## src/rtl/md_unit.sv

```systemverilog
// md_unit: multiply/divide unit with architectural HI/LO registers for the
// MIPS execute stage. Signed/unsigned multiply and divide run as 32-step
// iterative sequences on operand magnitudes, with a final sign fixup cycle.
// mthi/mtlo write HI/LO directly in one cycle.
// Optional feature macro: MD_FAST_MUL_EN. When it is defined, mult/multu
// complete in a single cycle and never raise busy; divide stays iterative.

module md_unit (
   input  logic        clk,
   input  logic        rst,
   input  logic        op_valid,
   input  logic [2:0]  op,
   input  logic [31:0] src_a,
   input  logic [31:0] src_b,
   output logic        busy,
   output logic        done,
   output logic [31:0] hi,
   output logic [31:0] lo
);

   localparam logic [2:0] OP_MULT  = 3'b000;
   localparam logic [2:0] OP_MULTU = 3'b001;
   localparam logic [2:0] OP_DIV   = 3'b010;
   localparam logic [2:0] OP_DIVU  = 3'b011;
   localparam logic [2:0] OP_MTHI  = 3'b100;
   localparam logic [2:0] OP_MTLO  = 3'b101;

   typedef enum logic [1:0] {
      ST_IDLE,
      ST_ITER,
      ST_FIN
   } state_t;

   state_t      state;
   logic [4:0]  count;
   // Shared accumulator: multiply keeps {partial product, multiplier},
   // divide keeps {partial remainder, dividend/quotient shift register}.
   logic [63:0] acc;
   // Multiplicand magnitude for multiply, divisor magnitude for divide.
   logic [31:0] operand;
   logic        is_div;
   logic        neg_q;
   logic        neg_r;
   logic        div_zero;
   logic [31:0] orig_a;

   logic        accept;
   logic        is_signed_op;
   logic [31:0] abs_a;
   logic [31:0] abs_b;
   logic [32:0] mul_sum;
   logic [32:0] partial;
   logic        div_ok;
   logic [31:0] div_diff;
   logic [63:0] iter_next;
   logic [63:0] prod_fix;
   logic [31:0] quo_fix;
   logic [31:0] rem_fix;

`ifdef MD_FAST_MUL_EN
   logic [63:0] fast_a;
   logic [63:0] fast_b;
   logic [63:0] fast_prod;
`endif

   // Accept decision, operand magnitudes and one iteration step of the datapath.
   always_comb begin
      accept       = op_valid & ~busy & ~rst;
      is_signed_op = (op == OP_MULT) | (op == OP_DIV);
      abs_a        = (is_signed_op & src_a[31]) ? (32'd0 - src_a) : src_a;
      abs_b        = (is_signed_op & src_b[31]) ? (32'd0 - src_b) : src_b;

      // Shift-add: add multiplicand when the current multiplier bit is set,
      // then shift the whole accumulator right by one.
      mul_sum = {1'b0, acc[63:32]} + (acc[0] ? {1'b0, operand} : 33'd0);

      // Restoring divide: bring in the next dividend bit, try a 33-bit subtract.
      partial  = acc[63:31];
      div_ok   = (partial >= {1'b0, operand});
      div_diff = acc[62:31] - operand;

      if (is_div) begin
         iter_next = div_ok ? {div_diff, acc[30:0], 1'b1} : {acc[62:0], 1'b0};
      end else begin
         iter_next = {mul_sum, acc[31:1]};
      end

      prod_fix = neg_q ? (64'd0 - acc) : acc;
      quo_fix  = neg_q ? (32'd0 - acc[31:0]) : acc[31:0];
      rem_fix  = neg_r ? (32'd0 - acc[63:32]) : acc[63:32];
   end

`ifdef MD_FAST_MUL_EN
   // Single-cycle product of the 33-bit sign/zero-extended operands, kept to 64 bits.
   always_comb begin
      fast_a    = {{32{(op == OP_MULT) & src_a[31]}}, src_a};
      fast_b    = {{32{(op == OP_MULT) & src_b[31]}}, src_b};
      fast_prod = fast_a * fast_b;
   end
`endif

   // Control FSM, operand latching, iteration and HI/LO writeback.
   always_ff @(posedge clk) begin
      if (rst) begin
         state    <= ST_IDLE;
         count    <= 5'd0;
         acc      <= 64'd0;
         operand  <= 32'd0;
         is_div   <= 1'b0;
         neg_q    <= 1'b0;
         neg_r    <= 1'b0;
         div_zero <= 1'b0;
         orig_a   <= 32'd0;
         hi       <= 32'd0;
         lo       <= 32'd0;
         busy     <= 1'b0;
         done     <= 1'b0;
      end else begin
         case (state)
            ST_IDLE: begin
               done <= 1'b0;
               if (accept) begin
                  case (op)
`ifdef MD_FAST_MUL_EN
                     OP_MULT, OP_MULTU: {hi, lo} <= fast_prod;
                     OP_DIV, OP_DIVU: begin
`else
                     OP_MULT, OP_MULTU, OP_DIV, OP_DIVU: begin
`endif
                        state    <= ST_ITER;
                        busy     <= 1'b1;
                        count    <= 5'd0;
                        is_div   <= op[1];
                        acc      <= {32'd0, (op[1] ? abs_a : abs_b)};
                        operand  <= op[1] ? abs_b : abs_a;
                        neg_q    <= is_signed_op & (src_a[31] ^ src_b[31]);
                        neg_r    <= is_signed_op & src_a[31];
                        div_zero <= op[1] & (src_b == 32'd0);
                        orig_a   <= src_a;
                     end
                     OP_MTHI: hi <= src_a;
                     OP_MTLO: lo <= src_a;
                     default: ;
                  endcase
               end
            end
            ST_ITER: begin
               acc   <= iter_next;
               count <= count + 5'd1;
               if (count == 5'd31) begin
                  state <= ST_FIN;
                  done  <= 1'b1;
               end
            end
            ST_FIN: begin
               if (is_div) begin
                  if (div_zero) begin
                     lo <= 32'hFFFF_FFFF;
                     hi <= orig_a;
                  end else begin
                     lo <= quo_fix;
                     hi <= rem_fix;
                  end
               end else begin
                  {hi, lo} <= prod_fix;
               end
               state <= ST_IDLE;
               count <= 5'd0;
               busy  <= 1'b0;
               done  <= 1'b0;
            end
            default: begin
               state <= ST_IDLE;
               busy  <= 1'b0;
               done  <= 1'b0;
            end
         endcase
      end
   end

endmodule

```

## config.mk

```make
export PLATFORM = sky130hd
export DESIGN_NAME = md_unit
export DESIGN_NICKNAME = d
export VERILOG_FILES = /design/src/rtl/md_unit.sv
export SDC_FILE = /design/constraint.sdc
export NUM_CORES = 1
export LEC_CHECK = 0
export ABC_CLOCK_PERIOD_IN_PS = 8600
export CAP_MARGIN = 20
export CORE_ASPECT_RATIO = 1.5
export CORE_MARGIN = 8
export CORE_UTILIZATION = 40
export CTS_BUF_LIST = sky130_fd_sc_hd__clkbuf_8
export CTS_CLUSTER_DIAMETER = 40
export DETAILED_ROUTE_END_ITERATION = 8
export MAX_ROUTING_LAYER = met4
export SKIP_LAST_GASP = 1
export SLEW_MARGIN = 30
export SYNTH_ARGS = -nofsm -noshare
export SYNTH_HDL_FRONTEND = slang
export SYNTH_SLANG_ARGS = --single-unit
export TNS_END_PERCENT = 100
```

## constraint.sdc

```tcl
create_clock -name clk -period 8.6 [get_ports clk]
set_input_delay 1.29 -clock clk [delete_from_list [all_inputs] [get_ports clk]]
set_output_delay 1.29 -clock clk [all_outputs]
set_load 0.05 [all_outputs]
```

==> results of run 1 <==
-- Yosys cell counts, types with 5 or more instances --
| library cell | count | area, um^2 |
|---|---|---|
| a311oi_1 | 10 | 87.6 |
| ha_1 | 73 | 913 |
| a21o_1 | 20 | 150 |
| and3_1 | 9 | 56.3 |
| a31oi_1 | 22 | 138 |
| o21ai_1 | 6 | 30.0 |
| nor4_1 | 20 | 125 |
| o21ai_0 | 129 | 646 |
| nand2_1 | 283 | 1060 |
| nand3b_1 | 7 | 52.6 |
| or4_4 | 7 | 78.8 |
| o221ai_1 | 38 | 333 |
| o211ai_1 | 47 | 353 |
| or2_2 | 10 | 62.6 |
| or3_1 | 26 | 163 |
| o22ai_1 | 8 | 50.1 |
| nor4_4 | 5 | 106 |
| clkbuf_1 | 178 | 668 |
| o41ai_1 | 12 | 105 |
| a211oi_1 | 76 | 571 |
| dfxtp_1 | 205 | 4100 |
| xnor2_1 | 127 | 1110 |
| nand4_1 | 18 | 113 |
| nand2b_1 | 22 | 138 |
| and2_1 | 11 | 68.8 |
| nor2b_1 | 10 | 62.6 |
| o21bai_1 | 8 | 60.1 |
| a22oi_1 | 17 | 128 |
| nand3_1 | 28 | 140 |
| nor2_1 | 243 | 912 |
| inv_1 | 74 | 278 |
| nor3_1 | 75 | 375 |
| buf_2 | 7 | 35.0 |
| mux2_2 | 21 | 236 |
| xor2_1 | 65 | 569 |
| o31ai_1 | 39 | 293 |
| or4_1 | 10 | 75.1 |
| buf_1 | 9 | 33.8 |
| mux2i_1 | 53 | 531 |
| o21a_1 | 8 | 60.1 |
| a21oi_1 | 249 | 1250 |
-- metal layers --
layer	up-vias	wire [um]	part of all wire, %
li1	8488	-	-
met5	-	0	0
met4	0	5420	7.5
met2	741	35700	49
met1	8637	26900	37
met3	227	4330	6.0
-- sequential cells by signal, summed over array words and instances (netlist names) --
| register | cells |
|---|---|
| hi | 32 |
| count | 5 |
| is_div | 1 |
| neg_r | 1 |
| lo | 32 |
| operand | 32 |
| busy | 1 |
| done | 1 |
| acc | 64 |
| neg_q | 1 |
| state | 2 |
| div_zero | 1 |
| orig_a | 32 |
-- worst max-delay path, stage by stage --
cell and delay, ns:
clkdlybuf4s50_1 0.78, or4_4 0.71, or4_4 0.49, nor4_4 0.42, a31oi_1 0.18, xor2_1 0.23, mux2i_1 0.38, o21ai_0 0.13
-- cell families after synthesis --
| group | Yosys count |
|---|---|
| muxes | 74 |
| xor gates and xnor gates | 192 |
| AOI/OAI and AO/OA | 737 |
| buffers and inverters | 271 |
| and+or+nand+nor | 799 |
| adders and majority gates | 75 |
| DFF | 205 |
-- stage by stage --
| stage | util [%] | cell area [um^2] | hold slack, ns | worst slack, ns |
|---|---|---|---|---|
| 2_1_floorplan | - | 17000 | 0.431 | 4.90 |
| 3_3_place_gp | 44.1 | 18500 | 0.441 | 4.04 |
| 3_5_place_dp | 44.1 | 18500 | 0.443 | 3.97 |
| 4_1_cts | 46.1 | 19400 | 0.450 | 4.50 |
| 5_1_grt | 46.3 | 19500 | 0.472 | 4.28 |
| 6_report | 46.3 | 19500 | 0.447 | 4.39 |
-- power breakdown --
group	leakage, nW	total [mW]	internal, mW	switching [mW]
Combinational	5.09	0.617	0.221	0.395
Sequential	1.66	1.02	0.978	0.0401
Clock	0.456	1.04	0.557	0.483
Total	7.21	2.67	1.76	0.918
-- worst paths after layout --
kind | start | endpoint | slack, ns
max | src_a[9] | operand[25] | 4.39
min | orig_a[27] | orig_a[27] | 0.45
max reg2reg | acc[0] | acc[63] | 4.42
min reg2reg | orig_a[27] | orig_a[27] | 0.45
-- area by class of cell --
| cell class | count | area [um^2] | share of cell area, % |
|---|---|---|---|
| Clock inverter | 21 | 111 | 0.572 |
| Inverter | 75 | 282 | 1.45 |
| Sequential cell | 205 | 4110 | 21.1 |
| Tap cell | 564 | 706 | 3.63 |
| Clock buffer | 53 | 729 | 3.75 |
| Multi-Input combinational cell | 1877 | 11900 | 61.3 |
| Antenna cell | 1 | 2.50 | 0.0129 |
| Timing Repair Buffer | 161 | 1590 | 8.16 |
-- cells in the final DEF (no fill, tap or decap), types with 22 or more instances in the layout --
master,synthesis,final
clkdlybuf4s50_1,0,133
buf_4,1,23
o21ai_0,129,128
or3_1,26,26
a211oi_1,76,76
nand2b_1,22,22
xnor2_1,127,127
a31oi_1,22,22
a21oi_1,249,247
nor2_1,243,240
o211ai_1,47,47
clkbuf_8,0,53
o31ai_1,39,39
ha_1,73,71
nand2_1,283,279
dfxtp_1,205,202
inv_1,74,81
xor2_1,65,65
nand3_1,28,28
o221ai_1,38,38
nor3_1,75,75
mux2i_1,53,53
==> results.md, run 1 <==
* DR pass1 iterations at 6
* Worst r2r path cells at 12
* TNS Setup at 0 ns
* RSZ-0062 raised after global routing: no
* Die Y at 268 um
* Fin. Hold Viols at 0
* Ys async rst share at 0%
* Vias in the first global route at 17400
* Layout Cells excl Fill at 2957
* Final min period at 4.21 ns
* Rel. slew slack at 34.2%
* F_max at 237 MHz
* Status: finished, final reports clean
* Placed cell count at 2880
* GRT Total Usage at 29.2%
* Mux cell area share after synthesis at 4.51%
* Crit Path Max Fanout at 8
* Final nets at 2506
* Gpl congestion at 1.01
* Total Wirelength at 72400 um
* Routing usage on met3 at 3.68%
* Final period utilization at 49.0%
* Width of the die at 184 um
* Largest family of logic cells by synthesized area: compound AO/OA/AOI/OAI gates
* CTS sink count at 205
* Filler cell count at 4352
* Layout Skew at 0.0276 ns
* Mapped Nets at 2498
* Mapped cell area at 17000 um^2
* Met2 GRT Util at 49.7%
* Avg Cell Area, Syn at 7.22 um^2
* Sequential share of the synthesized area at 24.1%
* First-pass GRT wire length at 108000 um
* Postcts setup bufs at 0
* Final setup violation count at 0
* Post-synth EDFFs at 0
* Core Area at 42000 um^2
* Post-CTS Resized at 0
* Flops & latches, synth at 205
* CTS buffer count at 41
* DRC Markers at 0
* Routed via count at 18100
* Maximum VDD drop at 97.6 uV
* CP endpoint kind: flip-flop
* Max_cap viols at 0
* TritonCTS clock tree: built
* WP data arrival at 4.64 ns
* Gr busiest metal: met2
* Maximum number of pins on one net before global-route repair at 94
* Grt ovf at 0
* P_leak at 7.21 nW
* I/O pin count at 136
* Total power at 2.67 mW
* CP Class: in2reg
* Crit start category: input port
* Post-DP HPWL at 52700 um
* Clk slew on worst S/H paths at 0.06 ns
* Power Density at 137 nW/um^2
* Root Buffer: clkbuf_8
* Hold Path Depth at 2
* Yosys cell types at 81
* Syn Inst Count at 2353
* Row count at 92
* Compound-gate portion of the synthesized area at 27.8%
* IO buf count at 135
* Req. time, crit path at 9.03 ns
* Initial antenna violation count at 1
* DR iter-0 viols at 1547
* Clock Latency Late Sink at 0.58 ns
* CTS H-Tree Depth at 2
* Ys flop type: dfxtp_1
* Layout cells sized above 1 at 7.15%
* Syn-to-layout area delta at 14.5%
* Via density at 6.12
* Met1 global-route usage at 31.7%
* Ys Warns at 0
* Synth Area in Adders at 5.61%
* Final slew viol count at 0
* Post-CTS Hold Buffers at 0
* Wire length per cell at 24.5 um
* Total die area at 49500 um^2
* Hold Crit Class: reg2reg
* Initial cell density of the core at 40.4%
* Max Root-Sink Buffers at 3
* Antenna viol nets, final at 0
* Simple-Gate Fraction of Synth Area at 22.0%
* Worst Tran Pin Value at 0.977 ns
* Post-Synth XOR/XNOR Area at 9.89%
Note: power is estimated with default switching activity, not from simulation.
==> run 2: changes to the inputs <==
Settings changed: ABC_CLOCK_PERIOD_IN_PS 8600 to 3910.
Clock period 8.6 ns to 3.91 ns, I/O delays scaled along.
==> results.md, run 2 (synthesis gave the netlist of run 1 again) <==
* Status: finished, final reports clean
* Layout cells sized above 1 at 11.1%
* Max FFs per register at 64
* Post-CTS Hold Buffers at 0
* First-pass GRT wire length at 113000 um
* Post-DP HPWL at 57400 um
* Power Density at 314 nW/um^2
* Gpl congestion at 0.991
* CTS H-Tree Depth at 2
* Total die area at 49500 um^2
* Post-DP Area at 19400 um^2
* Commonest cells after routing, fill and taps aside: nand2_1, a21oi_1, nor2_1
* Commonest non-fill, non-tap cell in the layout: nand2_1
* IO buf count at 135
* Max Root-Sink Buffers at 3
* TNS Setup at 0 ns
* Postcts setup bufs at 0
* Via density at 6.05
* F_max at 283 MHz
* GRT Total Usage at 30.9%
* Root Buffer: clkbuf_8
* TritonCTS clock tree: built
* Fin. Hold Viols at 0
* Clock Latency Late Sink at 0.60 ns
* Maximum number of pins on one net before global-route repair at 177
* P_leak at 7.85 nW
* RSZ-0062 raised after global routing: no
* CTS sink count at 205
* CTS buffer count at 41
* Initial cell density of the core at 40.4%
* Fin util at 48.6%
* Final setup violation count at 0
* Min Hold Slack at 0.254 ns
* Rel. slew slack at 29.2%
* CP Class: reg2reg
* Wire length per cell at 24.8 um
* Initial antenna violation count at 1
* Grt ovf at 0
* Req. time, crit path at 4.37 ns
* Die Y at 268 um
* Routed via count at 18600
* Worst Tran Pin Value at 1.06 ns
* DRC Markers at 0
* Clk slew on worst S/H paths at 0.06 ns
* Maximum VDD drop at 207 uV
* Final period utilization at 90.2%
* Max_cap viols at 0
* Vias in the first global route at 18100
* Layout Skew at 0.0490 ns
* Final min period at 3.53 ns
* CP endpoint kind: flip-flop
* Final slew viol count at 0
* Most flop-heavy register: acc
* DR pass1 iterations at 5
* I/O pin count at 136
* Final nets at 2619
* Crit start category: flip-flop
* Row count at 92
* Crit Path Max Fanout at 4
* Antenna viol nets, final at 0
* Width of the die at 184 um
* Syn-to-layout area delta at 20.1%
* DR iter-0 viols at 1390
* Core Area at 42000 um^2
* Hold Crit Class: in2reg
* Post-CTS Resized at 0
* Design area at 20400 um^2
* WP data arrival at 3.99 ns
* Total Wirelength at 76000 um
==> run 2: cell types whose count changed in the layout (fill, tap and decap cells not counted), moves of 3 or more <==
| cell | previous run | this run |
|---|---|---|
| buf_12 | 0 | 3 |
| buf_4 | 23 | 136 |
| bufinv_16 | 0 | 6 |
| clkinv_2 | 7 | 4 |
| clkinvlp_4 | 5 | 1 |
| nand2_1 | 279 | 282 |
| nand2_2 | 4 | 1 |
==> run 2: critical path, cell delays in order (launching register included) <==
cell,delay (ns)
dfxtp_1,0.35
ha_1,0.19
inv_1,0.06
fa_1,0.43
a211oi_1,0.33
o21a_1,0.27
o31a_1,0.28
o31ai_1,0.16
a221oi_1,0.68
o21ai_0,0.25
xor2_1,0.18
mux2i_1,0.13
o211ai_1,0.09
==> run 2: routing by layer <==
| metal | wire [um] | up-vias | GRT usage [%] |
|---|---|---|---|
| met5 | 0 | - | - |
| met4 | 7060 | 0 | 24.9 |
| met3 | 4510 | 260 | 4.29 |
| met2 | 36600 | 756 | 51.0 |
| met1 | 27800 | 8841 | 32.8 |
| li1 | - | 8706 | - |
==> run 2: power breakdown <==
part           switching, mW  internal [mW]  leakage [nW]
Clock                   1.07           1.59         0.527
Sequential            0.0498           2.15          1.66
Combinational          0.986          0.563          5.66
Total                   2.10           4.31          7.85
==> run 2: worst paths after layout <==
kind	from	endpoint	slack, ns	cells after the start
hold / removal	rst	busy	0.25	2
setup / recovery	operand[0]	acc[56]	0.38	12
setup reg to reg	operand[0]	acc[56]	0.38	12
hold reg to reg	lo[27]	lo[27]	0.45	2
==> run 2: final cells by class <==
| class | instances | area, um^2 |
|---|---|---|
| multi-input cells | 1877 | 11900 |
| flip-flops and latches | 205 | 4110 |
| fillers | 4306 | 21600 |
| inverters | 75 | 282 |
| repair buffers | 274 | 2430 |
| well taps | 564 | 706 |
| clock buffers | 52 | 716 |
| clock inverters | 21 | 250 |
| diodes | 1 | 2.50 |
==> run 2: stage by stage <==
stage	power, mW	setup slack [ns]	cells
floorplan	3.13	0.758	2353
global placement	3.75	0.222	2995
detailed placement	3.76	0.279	2995
CTS	6.42	0.435	3068
global route	6.63	0.149	3069
finish	6.41	0.383	3069
